===== src/rtl/cmd_pkt_responder.sv =====
// Responder end of the remote-command link: 8N1 UART receiver/transmitter
// plus a 3-byte command packet assembler with inter-byte timeout.
module cmd_pkt_responder #(
   parameter int unsigned BAUD_DIV = 2604,
   parameter int unsigned TIMEOUT  = 1_000_000
) (
   input  logic        clk,
   input  logic        rst,
   input  logic        RX,
   output logic        TX,
   output logic [7:0]  cmd,
   output logic [15:0] data,
   output logic        cmd_rdy,
   input  logic        clr_cmd_rdy,
   input  logic [7:0]  resp,
   input  logic        send_resp,
   output logic        resp_sent,
   output logic        tx_busy,
   output logic        frm_err
);

   localparam int unsigned BW = $clog2(BAUD_DIV + 1);
   localparam int unsigned TW = $clog2(TIMEOUT + 1);
   localparam logic [BW-1:0] BAUD_LAST = BW'(BAUD_DIV - 1);
   localparam logic [BW-1:0] BAUD_HALF = BW'(BAUD_DIV / 2 - 1);
   localparam logic [TW-1:0] TO_LIMIT  = TW'(TIMEOUT);

   localparam logic [1:0] WAIT_CMD = 2'd0;
   localparam logic [1:0] WAIT_HI  = 2'd1;
   localparam logic [1:0] WAIT_LO  = 2'd2;

   logic          rx_s1, rx_s2, rx_d;
   logic          rx_busy;
   logic [BW-1:0] rx_cnt;
   logic [3:0]    rx_bit;
   logic [7:0]    rx_sh;
   logic [7:0]    rx_byte;
   logic          byte_vld;
   logic          start_det_c;

   logic [TW-1:0] to_cnt;
   logic          to_hit_c;

   logic [1:0]    state_q, state_d;
   logic          store_cmd_c, store_hi_c, complete_c;
   logic [7:0]    cmd_sh, hi_sh;

   logic [9:0]    tx_sh;
   logic [BW-1:0] tx_cnt;
   logic [3:0]    tx_bits;

   // Two-flop synchronizer plus one history flop for falling-edge detection
   always_ff @(posedge clk or posedge rst) begin
      if (rst) begin
         rx_s1 <= 1'b1;
         rx_s2 <= 1'b1;
         rx_d  <= 1'b1;
      end else begin
         rx_s1 <= RX;
         rx_s2 <= rx_s1;
         rx_d  <= rx_s2;
      end
   end

   assign start_det_c = ~rx_busy & rx_d & ~rx_s2;

   // Bit-level receiver: index 0 = start, 1..8 = data LSB first, 9 = stop
   always_ff @(posedge clk or posedge rst) begin
      if (rst) begin
         rx_busy  <= 1'b0;
         rx_cnt   <= '0;
         rx_bit   <= '0;
         rx_sh    <= '0;
         rx_byte  <= '0;
         byte_vld <= 1'b0;
         frm_err  <= 1'b0;
      end else begin
         byte_vld <= 1'b0;
         frm_err  <= 1'b0;
         if (start_det_c) begin
            rx_busy <= 1'b1;
            rx_cnt  <= BAUD_HALF;
            rx_bit  <= '0;
         end else if (rx_busy) begin
            if (rx_cnt != '0) begin
               rx_cnt <= rx_cnt - BW'(1);
            end else begin
               rx_cnt <= BAUD_LAST;
               rx_bit <= rx_bit + 4'd1;
               if (rx_bit == 4'd0) begin
                  if (rx_s2) rx_busy <= 1'b0;
               end else if (rx_bit == 4'd9) begin
                  rx_busy <= 1'b0;
                  if (rx_s2) begin
                     byte_vld <= 1'b1;
                     rx_byte  <= rx_sh;
                  end else begin
                     frm_err <= 1'b1;
                  end
               end else begin
                  rx_sh <= {rx_s2, rx_sh[7:1]};
               end
            end
         end
      end
   end

   // Inter-byte timeout: counts idle cycles inside a partial packet, saturating
   always_ff @(posedge clk or posedge rst) begin
      if (rst) begin
         to_cnt <= '0;
      end else if (state_q == WAIT_CMD || start_det_c) begin
         to_cnt <= '0;
      end else if (!rx_busy && to_cnt != TO_LIMIT) begin
         to_cnt <= to_cnt + TW'(1);
      end
   end

   assign to_hit_c = (to_cnt == TO_LIMIT);

   // Packet FSM state register
   always_ff @(posedge clk or posedge rst) begin
      if (rst) state_q <= WAIT_CMD;
      else     state_q <= state_d;
   end

   // Packet FSM next state and byte-store strobes
   always_comb begin
      state_d     = state_q;
      store_cmd_c = 1'b0;
      store_hi_c  = 1'b0;
      complete_c  = 1'b0;
      if (frm_err) begin
         state_d = WAIT_CMD;
      end else if (byte_vld) begin
         case (state_q)
            WAIT_CMD: begin store_cmd_c = 1'b1; state_d = WAIT_HI;  end
            WAIT_HI:  begin store_hi_c  = 1'b1; state_d = WAIT_LO;  end
            WAIT_LO:  begin complete_c  = 1'b1; state_d = WAIT_CMD; end
            default:  state_d = WAIT_CMD;
         endcase
      end else if (state_q != WAIT_CMD && to_hit_c) begin
         state_d = WAIT_CMD;
      end
   end

   // Shadow bytes and the packet outputs; set of cmd_rdy wins over clear
   always_ff @(posedge clk or posedge rst) begin
      if (rst) begin
         cmd_sh  <= '0;
         hi_sh   <= '0;
         cmd     <= '0;
         data    <= '0;
         cmd_rdy <= 1'b0;
      end else begin
         if (store_cmd_c) cmd_sh <= rx_byte;
         if (store_hi_c)  hi_sh  <= rx_byte;
         if (complete_c) begin
            cmd  <= cmd_sh;
            data <= {hi_sh, rx_byte};
         end
         if (complete_c)                      cmd_rdy <= 1'b1;
         else if (clr_cmd_rdy || store_cmd_c) cmd_rdy <= 1'b0;
      end
   end

   // Response transmitter: 10-bit frame shifted LSB first, BAUD_DIV cycles per bit
   always_ff @(posedge clk or posedge rst) begin
      if (rst) begin
         TX        <= 1'b1;
         tx_sh     <= '1;
         tx_cnt    <= '0;
         tx_bits   <= '0;
         tx_busy   <= 1'b0;
         resp_sent <= 1'b0;
      end else if (!tx_busy) begin
         if (send_resp) begin
            tx_sh     <= {1'b1, resp, 1'b0};
            TX        <= 1'b0;
            tx_cnt    <= BAUD_LAST;
            tx_bits   <= '0;
            tx_busy   <= 1'b1;
            resp_sent <= 1'b0;
         end
      end else if (tx_cnt != '0) begin
         tx_cnt <= tx_cnt - BW'(1);
      end else if (tx_bits == 4'd9) begin
         TX        <= 1'b1;
         tx_busy   <= 1'b0;
         resp_sent <= 1'b1;
      end else begin
         tx_sh   <= {1'b1, tx_sh[9:1]};
         TX      <= tx_sh[1];
         tx_bits <= tx_bits + 4'd1;
         tx_cnt  <= BAUD_LAST;
      end
   end

endmodule


===== config.mk =====
export PLATFORM = sky130hd
export DESIGN_NAME = cmd_pkt_responder
export DESIGN_NICKNAME = d
export VERILOG_FILES = /design/src/rtl/cmd_pkt_responder.sv
export SDC_FILE = /design/constraint.sdc
export NUM_CORES = 1
export LEC_CHECK = 0
export CORE_ASPECT_RATIO = 0.75
export CORE_MARGIN = 1.5
export CORE_UTILIZATION = 39
export CTS_CLUSTER_DIAMETER = 150
export DETAILED_ROUTE_END_ITERATION = 7
export GPL_TIMING_DRIVEN = 0
export SYNTH_ARGS = -nofsm -noshare
export SYNTH_HDL_FRONTEND = slang
export SYNTH_SLANG_ARGS = --single-unit

===== constraint.sdc =====
create_clock -name clk -period 5.8 [get_ports clk]
set_input_delay 1.16 -clock clk [delete_from_list [all_inputs] [get_ports clk]]
set_output_delay 1.16 -clock clk [all_outputs]
set_load 0.05 [all_outputs]

==> impl_metrics.csv <==
group,metric,value,unit
clock_tree,clkTransAtPathRegs,0.06,ns
synthesis,synth_area_leaders,"dfrtp_1 49%, mux2_2 13%, dfstp_2 5.3%",
sta,clock.fmax,341,MHz
sta,tightest_slew,1.24,ns
clock_tree,ctsHoldBuffers,0,
worst_setup_path,crit_arrival,1.77,ns
synthesis,yosysTopAreaCell,"dfrtp_1",
global_routing,overflow,0,
worst_setup_path,slowest_stage,"clkdlybuf4s50_1",
floorplanning,pin_count,42,
placement,place_congestion,0.805,
clock_tree,numCtsBuffers,17,
pwr,p_int,1.79,mW
sta,finalSetupTns,0,ns
synthesis,synth_edf_count,0,
routing,via_per_inst,5.34,
synthesis,syn_nets,530,
floorplanning,die_y,110,µm
routing,drt-pass1-iter-count,4,
worst_setup_path,required,4.64,ns
placement,port_buffers,41,
synthesis,synthDistinctLibCells,58,
cells_and_area,area_growth_syn_to_layout,21.7,%
synthesis,yosysSeqAreaShare,54.2,%
cells_and_area,multi_input_area,2580,µm²
global_routing,grt_pass1_wl,20400,µm
worst_setup_path,r2r_start,"rx_cnt[0]",
synthesis,syn_area_per_cell,11.7,µm²
floorplanning,core,14700,µm²
sta,setup-violations-final,0,
cells_and_area,fillCellCount,1283,
sta,rsz0062_at_grt,"no",
min_path,min_path_cells,0,
cells_and_area,drive_gt1_share,22.6,%
worst_setup_path,cp-startpoint,"TX",
cells_and_area,final_nets,591,
pwr,p_per_area,346,nW/µm²
worst_setup_path,cp_max_fo,2,
synthesis,synth_async_sr_flop_share,100,%
routing,routed_wl,12000,µm
synthesis,synth_top_flop_cell,"dfrtp_1",
pwr,power_frac_seq,43.9,%
synthesis,synthCells,506,
clock_tree,cts-root-to-sink-buffers,2,
global_routing,grt_max_degree,92,
sta,fin_skew,0.00825,ns
synthesis,yosysWarnings,0,
floorplanning,dieArea,16000,µm²
sta,final-hold-violation-count,0,
worst_setup_path,r2r_cells,5,
job,maxCapViolCount,0,
routing,route.vias.total,4165,
worst_setup_path,crit_family,"buffers and inverters",
worst_setup_path,crit_cells,1,
clock_tree,cts_root_buf,"clkbuf_16",
clock_tree,cts_tree,"yes",
sta,fin_hold_ws,0.354,ns
global_routing,antenna_found_initial,0,
worst_setup_path,worstPathCellList,"clkdlybuf4s50_1",
routing,wl_per_cell,15.4,µm
pwr,leakagePower,3.07,nW
cells_and_area,diodes,0,
clock_tree,post-cts-setup-buffers,0,
clock_tree,cts.htree.levels,4,
min_path,worstHoldPathType,"reg2reg",
synthesis,yosysTopAreaCellShare,48.9,%
sta,slew_headroom,17.1,%
global_routing,groute.usage.overall,16.3,%
sta,period_needed,2.93,ns
outcome,status,"finished, final reports clean",
clock_tree,clk_latency,0.42,ns
clock_tree,cts_resized,0,
global_routing,grt_pass1_vias,3985,
min_path,min_from,"rx_s1",
clock_tree,clock-sinks,128,
sta,fin_crit_sh,50.5,%
synthesis,yosys.cell_count.top_type,"dfrtp_1",
floorplanning,rows,38,
synthesis,synth-seq-cells,128,
pwr,sw_frac_of_total,28.4,%
synthesis,synth_area,5940,µm²
pwr,power.switching,710,µW
synthesis,synth_common_cells,"116 x dfrtp_1, 71 x mux2_2, 27 x nand2_1",
worst_setup_path,cpPeakStageDelay,0.81,ns
worst_setup_path,end_kind,"output port",
placement,dpl.hpwl,8250,µm
cells_and_area,seq_area,3220,µm²
floorplanning,start_util,40.4,%
routing,drc,0,
worst_setup_path,critPathBufInv,1,
worst_setup_path,cp-start-kind,"flip-flop",
pwr,pwr-share-comb,13.1,%
routing,drtAntennaViolNets,0,
floorplanning,die_w,145,µm
routing,drt_iter0_markers,154,
sta,slew_violations,0,
pwr,clkPwrFrac,43.0,%
worst_setup_path,path_class,"reg2out",
pwr,ir_drop,0.000212,V
-- registers in the layout, summed over array words and instances, names as in the netlist, 2 cells and up --
register / cells
tx_bits: 4
cmd_sh: 8
rx_cnt: 12
rx_bit: 4
rx_byte: 8
to_cnt: 20
state_q: 2
cmd: 8
rx_sh: 8
hi_sh: 8
tx_sh: 8
data: 16
tx_cnt: 12
-- metal layers --
| layer | track usage [%] | share of wire, % | vias up |
|---|---|---|---|
| li1 | - | - | 1991 |
| met2 | 23.9 | 44 | 59 |
| met1 | 23.0 | 52 | 2100 |
| met4 | 6.27 | 1.5 | 0 |
| met5 | 0 | 0 | - |
| met3 | 4.44 | 2.9 | 15 |
-- cell usage in the layout, fill, tap and decap left out, drive strengths merged, types with 4 or more instances in the layout --
| cell type | instances |
|---|---|
| nor4 | 11 |
| nand2 | 27 |
| o31ai | 10 |
| nor2 | 24 |
| clkbuf | 33 |
| o21ai | 22 |
| nor3 | 11 |
| a21oi | 25 |
| nand2b | 8 |
| mux2 | 71 |
| and4b | 4 |
| buf | 5 |
| ha | 11 |
| xnor2 | 7 |
| nand4 | 7 |
| nand3b | 4 |
| dfrtp | 116 |
| inv | 22 |
| nor4b | 5 |
| mux2i | 7 |
| clkdlybuf4s50 | 41 |
| or4 | 11 |
| nor4bb | 5 |
| or3 | 15 |
| nand3 | 13 |
| nor2b | 6 |
| o211ai | 6 |
| dfstp | 12 |
-- power by group through the flow --
stage | Combinational, mW | Sequential [mW] | Clock [mW]
4_1_cts | 0.332 | 1.09 | 1.10
3_3_place_gp | 0.316 | 1.10 | 0
3_5_place_dp | 0.329 | 1.11 | 0
6_report | 0.327 | 1.10 | 1.07
2_1_floorplan | 0.257 | 1.08 | 0
5_1_grt | 0.376 | 1.11 | 1.14
-- area by class of cell --
cell class,count,share of cell area [%]
Clock inverter,15,2.39
Tap cell,200,3.46
Sequential cell,128,44.5
Clock buffer,17,5.88
Buffer,20,1.16
Inverter,14,0.796
Timing Repair Buffer,42,6.06
Multi-Input combinational cell,344,35.7
-- final timing paths --
path,slack [ns],to
max,2.87,TX
min,0.35,rx_s2
max reg2reg,2.97,rx_byte[1]
min reg2reg,0.35,rx_s2
max in group asynchronous,3.90,tx_sh[4]
min in group asynchronous,1.11,tx_cnt[4]
-- logic make-up after synthesis --
kind of cell / after synthesis / share of synthesized area [%]
flip-flops: 128 / 54.2
adder cells (fa/ha/maj): 11 / 2.32
multiplexers: 78 / 14.6
AND/OR/NAND/NOR: 167 / 16.8
AO/OA/AOI/OAI: 78 / 8.30
XOR/XNOR: 10 / 1.48
buffers and inverters: 34 / 2.30
-- stage by stage --
step	cells	util (%)	worst slack [ns]	area (µm²)	power, mW
4_1_cts	780	49.2	2.84	7230	2.53
5_1_grt	780	49.2	2.72	7230	2.63
3_3_place_gp	747	44.9	-0.514	6600	1.42
2_1_floorplan	506	-	1.25	5940	1.34
6_report	780	49.2	2.87	7230	2.50
3_5_place_dp	748	45.1	2.96	6630	1.44
Note: power is estimated with default switching activity, not from simulation.
